<file path="config.mk">
export PLATFORM = sky130hd
export DESIGN_NAME = vram_arbiter
export DESIGN_NICKNAME = d
export VERILOG_FILES = /design/src/rtl/vram_arbiter.sv
export SDC_FILE = /design/constraint.sdc
export NUM_CORES = 1
export LEC_CHECK = 0
export ABC_CLOCK_PERIOD_IN_PS = 1900
export BUFFER_PORTS_ARGS = -buffer_cell sky130_fd_sc_hd__buf_2
export CORE_MARGIN = 1
export CORE_UTILIZATION = 30
export DETAILED_ROUTE_END_ITERATION = 16
export GPL_ROUTABILITY_DRIVEN = 0
export HOLD_SLACK_MARGIN = 0.02
export PLACE_DENSITY_LB_ADDON = 0.1
export SYNTH_ARGS = -nofsm -noshare
export SYNTH_HDL_FRONTEND = slang
export SYNTH_SLANG_ARGS = --single-unit
</file>
<file path="constraint.sdc">
create_clock -name clock -period 1.9 [get_ports clock]
set_clock_uncertainty 0.05 [all_clocks]
set_input_delay 0.38 -clock clock [delete_from_list [all_inputs] [get_ports clock]]
set_output_delay 0.38 -clock clock [all_outputs]
set_load 0.02 [all_outputs]
</file>
<file path="src/rtl/vram_arbiter.sv">
// Single-port video RAM access controller: zero-fills the RAM after reset, then
// arbitrates CPU and video-scan accesses round-robin, one access per clock.
module vram_arbiter #(
   parameter int unsigned data_width    = 8,
   parameter int unsigned address_width = 11
) (
   input  logic                     clock,
   input  logic                     reset_n,
   input  logic                     cpu_req,
   input  logic                     cpu_we,
   input  logic [address_width-1:0] cpu_addr,
   input  logic [data_width-1:0]    cpu_din,
   output logic                     cpu_ack,
   output logic [data_width-1:0]    cpu_dout,
   input  logic                     vid_req,
   input  logic [address_width-1:0] vid_addr,
   output logic                     vid_valid,
   output logic [data_width-1:0]    vid_dout,
   output logic [address_width-1:0] ram_address,
   output logic [data_width-1:0]    ram_data,
   output logic                     ram_we,
   input  logic [data_width-1:0]    ram_q,
   output logic                     busy
);

   typedef enum logic [0:0] {StClear, StRun} state_t;

   localparam logic [address_width:0] cnt_one = 1;

   state_t                   state_q;
   logic [address_width:0]   clr_cnt_q;
   logic                     cpu_g1_q, cpu_g2_q;
   logic                     vid_g1_q, vid_g2_q;
   logic                     rr_vid_q;
   logic                     cpu_elig, vid_elig;
   logic                     grant_cpu, grant_vid;

   // A port with an access still in the two-stage pipeline cannot be granted again.
   always_comb begin
      cpu_elig  = cpu_req & ~(cpu_g1_q | cpu_g2_q);
      vid_elig  = vid_req & ~(vid_g1_q | vid_g2_q);
      grant_cpu = (state_q == StRun) & cpu_elig & (~vid_elig | ~rr_vid_q);
      grant_vid = (state_q == StRun) & vid_elig & ~grant_cpu;
   end

   always_ff @(posedge clock) begin
      if (!reset_n) begin
         state_q     <= StClear;
         clr_cnt_q   <= '0;
         cpu_g1_q    <= 1'b0;
         cpu_g2_q    <= 1'b0;
         vid_g1_q    <= 1'b0;
         vid_g2_q    <= 1'b0;
         rr_vid_q    <= 1'b0;
         ram_address <= '0;
         ram_data    <= '0;
         ram_we      <= 1'b0;
         cpu_ack     <= 1'b0;
         cpu_dout    <= '0;
         vid_valid   <= 1'b0;
         vid_dout    <= '0;
         busy        <= 1'b1;
      end else begin
         cpu_g1_q  <= grant_cpu;
         vid_g1_q  <= grant_vid;
         cpu_g2_q  <= cpu_g1_q;
         vid_g2_q  <= vid_g1_q;
         cpu_ack   <= cpu_g2_q;
         vid_valid <= vid_g2_q;
         if (cpu_g2_q) cpu_dout <= ram_q;
         if (vid_g2_q) vid_dout <= ram_q;

         unique case (state_q)
            StClear: begin
               busy <= 1'b1;
               // Counter MSB set means the last address has already been issued.
               if (clr_cnt_q[address_width]) begin
                  state_q <= StRun;
                  busy    <= 1'b0;
                  ram_we  <= 1'b0;
               end else begin
                  ram_we      <= 1'b1;
                  ram_data    <= '0;
                  ram_address <= clr_cnt_q[address_width-1:0];
                  clr_cnt_q   <= clr_cnt_q + cnt_one;
               end
            end
            StRun: begin
               busy   <= 1'b0;
               ram_we <= 1'b0;
               if (grant_cpu) begin
                  ram_address <= cpu_addr;
                  ram_data    <= cpu_din;
                  ram_we      <= cpu_we;
                  rr_vid_q    <= 1'b1;
               end else if (grant_vid) begin
                  ram_address <= vid_addr;
                  ram_data    <= cpu_din;
                  rr_vid_q    <= 1'b0;
               end
            end
            default: state_q <= StClear;
         endcase
      end
   end

endmodule

</file>
== After elaboration in Yosys (flattened, before gate mapping) ==
Index checks and enable logic that the tools add are counted.

* Flip-flop bits (word level): 57
* Input bits: 43
* Output and inout bits: 39
* Word-level logic and storage cells: 56

* Add/subtract/negate cells: 1
* Equal/unequal tests: 2
* Muxes and demuxes: 17
* Bitwise operators: 16
* Reduce and logical (&&, ||, !) cells: 4

{| class="wikitable"
|+ Operator list
! kind !! number
|-
| $mux 11 || 3
|-
| $mux 8 || 3
|-
| $pmux 11 s2 || 1
|-
| $pmux 8 s2 || 1
|-
| $add 12x1->12 const B || 1
|-
| $mux 12 || 1
|-
| $not 1->1 || 7
|-
| $and 1x1->1 || 6
|-
| $mux 1 || 6
|-
| $reduce_and 2->1 || 3
|-
| $pmux 1 s2 || 2
|-
| $ne 3x1->1 const B || 1
|-
| $or 1x1->1 || 3
|-
| $ne 2x2->1 const B || 1
|-
| $reduce_bool 2->1 || 1
|}

== Longest topological paths before layout ==
* Depth in word-level cells: 11
* Mapped depth: 6
* Gate-level depth less buffers: 5

== Worst setup path before layout ==
Ideal clock, no wire load.

* Path type: reg-to-reg
* Start point: register vid_g2_q
* End point: register ram_address[10]
* Library setup time: 0.117 ns
* Arrival time: 1.384 ns
* Required time: 1.733 ns
* Setup slack: 0.349 ns
* Cell stages (with the launch flop): 6
* Path buffers: 1
* Period minus slack after synthesis: 1.551 ns
* Path through: dfxtp_1 > buf_6 > and4bb_4 > nor2_4 > or3b_1 > a32o_1

* Cells in the longest elaborated chain, start to end: 10
* Elaborated cells between the ends (all ways): 13
* Those cells by class: eq/ne: 1; mux: 2; bitwise: 9; reduce/logical: 1

{| class="wikitable"
|+ RTL lines
! item !! line !! source
|-
| start, declared || 33 || <nowiki>logic vid_g1_q, vid_g2_q;</nowiki>
|-
| start signal, assigned || 67 || <nowiki>vid_g2_q <= vid_g1_q;</nowiki>
|-
| $or 1x1->1 (*) || 41 || <nowiki>vid_elig = vid_req & ~(vid_g1_q | vid_g2_q);</nowiki>
|-
| $not 1->1 (*) || 41 ||
|-
| $and 1x1->1 (*) || 41 ||
|-
| $not 1->1 || 42 || <nowiki>grant_cpu = (state_q == StRun) & cpu_elig & (~vid_elig | ~rr_vid_q);</nowiki>
|-
| $or 1x1->1 || 42 ||
|-
| $and 1x1->1 || 42 ||
|-
| $not 1->1 || 43 || <nowiki>grant_vid = (state_q == StRun) & vid_elig & ~grant_cpu;</nowiki>
|-
| $and 1x1->1 || 43 ||
|-
| $ne 3x1->1 (no source line) || n/a ||
|-
| $reduce_and 2->1 (no source line) || n/a ||
|-
| end signal, assigned || 84 || <nowiki>ram_address <= clr_cnt_q[address_width-1:0];</nowiki>
|-
| end signal, assigned || 92 || <nowiki>ram_address <= cpu_addr;</nowiki>
|-
| end signal, assigned || 97 || <nowiki>ram_address <= vid_addr;</nowiki>
|-
| end, declared || 19 || <nowiki>output logic [address_width-1:0] ram_address,</nowiki>
|}

Every way passes the cells marked *; elsewhere a longest branch is shown, timed or not.
A chain may end at the register's enable or synchronous reset.

== Final worst setup path ==
* Start point: register state_q
* End point: register ram_address[1]

* Cells in the longest elaborated chain, start to end: 6
* Elaborated cells between the ends (all ways): 11
* Those cells by class: eq/ne: 2; mux: 2; bitwise: 6; reduce/logical: 1

{| class="wikitable"
|+ RTL lines
! item !! line !! source
|-
| start, declared || 30 || <nowiki>state_t state_q;</nowiki>
|-
| start signal, assigned || 48 || <nowiki>state_q <= StClear;</nowiki>
|-
| start signal, assigned || 78 || <nowiki>state_q <= StRun;</nowiki>
|-
| start signal, assigned || 102 || <nowiki>default: state_q <= StClear;</nowiki>
|-
| $and 1x1->1 (2 in a row) || 42 ||
|-
| $not 1->1 || 43 ||
|-
| $and 1x1->1 || 43 ||
|-
| $ne 3x1->1 (no source line) || n/a ||
|-
| $reduce_and 2->1 (no source line) || n/a ||
|}

Parallel ways exist; a longest one is shown, timed or not.

==> flow_metrics.tcl <==
set metrics [dict create \
    core_mm2 0.00733 \
    critical_path.cell_chain "or2_1 > a31oi_2 > o21ai_0 > o2bb2ai_1" \
    grt_max_degree 23 \
    cts_tree "yes" \
    power_switching_share_pct 21.4 \
    synth_enable_flop_cells 0 \
    final_max_slew_viol_count 0 \
    slowest_delay_ps 390 \
    worst-path-max-fanout 10 \
    wl_met3_um 237 \
    power.leakage_nw 1.25 \
    post-route-min-period_ps 1660 \
    cp_data_required_time_ps 2120 \
    cp_num_buf_inv 0 \
    fin_setup_tns_ps 0 \
    first_global_vias 1767 \
    initial_core_util_pct 31.5 \
    post_cts_resize_count 0 \
    r2r-end "ram_address[1]$_SDFFE_PN0P_" \
    num-fill-cells 753 \
    yosys_most_used_dff "sky130_fd_sc_hd__dfxtp_1" \
    place_hpwl_um 4100 \
    fin_total_pwr_mw 2.38 \
    grt_usage_pct 14.4 \
    synth_fp_nets 279 \
    clk_transition_reported_paths_ps 70 \
    detail-route-antenna-nets 0 \
    drt_wl_total_um 5550 \
    grt_pass1_wl_um 9030 \
    wl_per_cell_um 13.0 \
    post-cts-setup-buffer-count 0 \
    layout-area-overhead-vs-synth_pct 30.8 \
    setup_viol_count_final 0 \
    route.layer.met1.wl_um 2760 \
    timing_hold_violations_final 0 \
    clock_power_share_pct 44.7 \
    die_w_um 89.7 \
    die_height_um 89.7 \
    multi_input_area_mm2 0.00109 \
    initialDrtViolationCount 62 \
    outcome "finished, final reports clean" \
    die_footprint_mm2 0.00805 \
    routed-via-count 1912 \
    final_nets 366 \
    gr-total-overflow 0 \
    routed-wl-met2_um 2480 \
    clock-sinks 57 \
    cell_row_count 31 \
    post-route-util_pct 41.2 \
    synth-seq-cells 57 \
    holdCritPathClass "input pin to flop" \
    relSlewSlack_pct 71.4 \
    rsz0062_at_grt "no" \
    reg2reg_slack_ps 240 \
    synth_top_cell_area_share_pct 49.4 \
    async_flop_share_pct 0 \
    grt_antenna_before_repair 0 \
    synth_warnings 0 \
    dp_cells 410 \
    port-buffer-count 81 \
    worstSetupEndpointType "flop" \
    drc 0 \
    fin_worst_hold_slack_ps 229 \
    crit_family "compound AO/OA/AOI/OAI gates" \
    timing.critical_path.from "state_q$_SDFF_PN0_" \
    proportion_of_power_drawn_by_combinational_gates_pct 4.3 \
    io-pin-count 82 \
    syn_avg_cell_area_um2 9.82 \
    critPathSlowestCell "sky130_fd_sc_hd__a31oi_2" \
    critical_path.endpoint "ram_address[1]$_SDFFE_PN0P_" \
    cell_types_occupying_the_most_area_after_synthesis "sky130_fd_sc_hd__dfxtp_1, sky130_fd_sc_hd__mux2i_1, sky130_fd_sc_hd__nor2_1" \
    post_route_cells_drive_above_1_share_pct 33.9 \
    synthesis.instances 235 \
    timing.reg2reg.worst_path_depth 4 \
    worstMarginPinSlew_ps 427 \
    sequentialPowerShare_pct 51.1 \
    yosysSeqAreaShare_pct 49.4 \
    cts_max_level 3 \
    total_area_of_sequential_cells_mm2 0.00114 \
    drt_first_pass_iters 4 \
    synth_area_mm2 0.00231 \
    viasPerCell 4.49 \
    power_density_cells_mw_per_mm2 787 \
    p_sw_mw 0.509 \
    ctsRootBufferMaster "sky130_fd_sc_hd__clkbuf_8" \
    cp_num_cells 4 \
    worst_ep_arrival_time_ps 1870 \
    cp-start-kind "flop" \
    fin_crit_share_pct 87.2 \
    reg_to_reg_start "state_q$_SDFF_PN0_" \
    clk-insertion-delay-late_ps 330 \
    cts_made_buffers 9 \
    synthDistinctLibCells 42 \
    cts.path.max_buffers 2 \
    drv.max_cap_violation_count 0 \
    power_report.internal_total_mw 1.87 \
    ir_worst_vdd_uv 371 \
    top_layer_used "met4" \
    layout.cells.non_filler 426 \
    worst-setup-path-type "flop to flop" \
    ant_diodes 0 \
    max_clock_freq_mhz 604 \
    post_cts_hold_buffer_count 0 \
    yosysTopAreaCell "sky130_fd_sc_hd__dfxtp_1" \
]
## cell usage after synthesis (2+ instances only)
cell	number
sky130_fd_sc_hd__or3_1	3
sky130_fd_sc_hd__nor3_1	4
sky130_fd_sc_hd__a21oi_1	14
sky130_fd_sc_hd__o21ai_0	8
sky130_fd_sc_hd__nand2_1	16
sky130_fd_sc_hd__nand3_1	12
sky130_fd_sc_hd__clkbuf_1	5
sky130_fd_sc_hd__and2_1	6
sky130_fd_sc_hd__buf_6	2
sky130_fd_sc_hd__nand2b_1	8
sky130_fd_sc_hd__dfxtp_1	57
sky130_fd_sc_hd__inv_1	2
sky130_fd_sc_hd__xor2_1	4
sky130_fd_sc_hd__buf_2	2
sky130_fd_sc_hd__o21a_1	2
sky130_fd_sc_hd__o2bb2ai_1	8
sky130_fd_sc_hd__mux2i_1	26
sky130_fd_sc_hd__nor2_1	27
sky130_fd_sc_hd__buf_1	3
sky130_fd_sc_hd__xnor2_1	4
## area by class of cell
cell class | count | share of cell area [%]
clock buffers | 14 | 6.05
clock inverters | 2 | 0.331
inverters | 2 | 0.249
multi-input cells | 163 | 36.1
flip-flops and latches | 57 | 37.8
well taps | 99 | 4.10
repair buffers | 89 | 15.4
## sequential cells by signal, indices dropped and copies added (netlist names), 8 cells and up
signal and cells:
ram_data 8, vid_dout 8, cpu_dout 8, ram_address 11, clr_cnt_q 12
## cells by family (layout without fill, tap and decap cells)
kind of cell,Yosys count,after routing,share of synthesized area [%]
AND/OR/NAND/NOR,90,90,21.4
flip-flops,57,57,49.4
AO/OA/AOI/OAI,38,38,11.0
multiplexers,26,26,11.3
buffers and inverters,15,107,3.36
XOR/XNOR,8,8,3.03
adder cells (fa/ha/maj),1,1,0.542
## worst min path at each step
stage	from	end	slack, ps	depth (start not counted)
6_report	cpu_we	ram_we$_SDFF_PN0_	230	3
5_1_grt	cpu_din[7]	ram_data[7]$_SDFFE_PN0P_	220	3
4_1_cts	cpu_we	ram_we$_SDFF_PN0_	210	3
3_5_place_dp	ram_address[6]$_SDFFE_PN0P_	ram_address[6]$_SDFFE_PN0P_	400	1
3_3_place_gp	ram_address[1]$_SDFFE_PN0P_	ram_address[1]$_SDFFE_PN0P_	400	1
2_1_floorplan	cpu_g1_q$_SDFF_PN0_	cpu_g2_q$_SDFF_PN0_	380	1
## per-layer routing
metal | global-route usage, % | vias to the layer above
met5 | 0 | -
met4 | 4.92 | 0
met3 | 5.25 | 6
met2 | 21.7 | 46
met1 | 19.0 | 861
li1 | - | 999
## worst reg2reg max path, stage by stage, from the launching register on
cell and delay, ps:
sky130_fd_sc_hd__dfxtp_1 360, sky130_fd_sc_hd__or2_1 370, sky130_fd_sc_hd__a31oi_2 390, sky130_fd_sc_hd__o21ai_0 250
sky130_fd_sc_hd__o2bb2ai_1 170
## cells in the final DEF (no fill, tap or decap), types with 2 or more instances in the layout
cell type and count:
sky130_fd_sc_hd__a21oi_1 14, sky130_fd_sc_hd__and2_1 6, sky130_fd_sc_hd__buf_2 81, sky130_fd_sc_hd__buf_4 8, sky130_fd_sc_hd__clkbuf_8 13, sky130_fd_sc_hd__clkinv_2 2, sky130_fd_sc_hd__dfxtp_1 57, sky130_fd_sc_hd__inv_1 2
sky130_fd_sc_hd__mux2i_1 26, sky130_fd_sc_hd__nand2_1 16, sky130_fd_sc_hd__nand2b_1 8, sky130_fd_sc_hd__nand3_1 12, sky130_fd_sc_hd__nor2_1 27, sky130_fd_sc_hd__nor3_1 4, sky130_fd_sc_hd__o21a_1 2, sky130_fd_sc_hd__o21ai_0 8
sky130_fd_sc_hd__o2bb2ai_1 8, sky130_fd_sc_hd__or3_1 3, sky130_fd_sc_hd__xnor2_1 4, sky130_fd_sc_hd__xor2_1 4
## power by group through the flow
| stage | Sequential (mW) | Clock (mW) | Combinational (mW) |
|---|---|---|---|
| finish | 1.21 | 1.06 | 0.101 |
| detailed placement | 1.24 | 0 | 0.103 |
| global placement | 1.24 | 0 | 0.103 |
| global route | 1.21 | 1.15 | 0.113 |
| floorplan | 1.24 | 0 | 0.0342 |
| CTS | 1.21 | 1.11 | 0.103 |
## metrics by stage
stage               worst slack (ps)  area (µm²)
global route                     119        3020
finish                           243        3020
detailed placement               250        2830
floorplan                        349        2310
global placement                 293        2830
CTS                              230        3020
No activity file was read; power rests on OpenSTA's default activity.
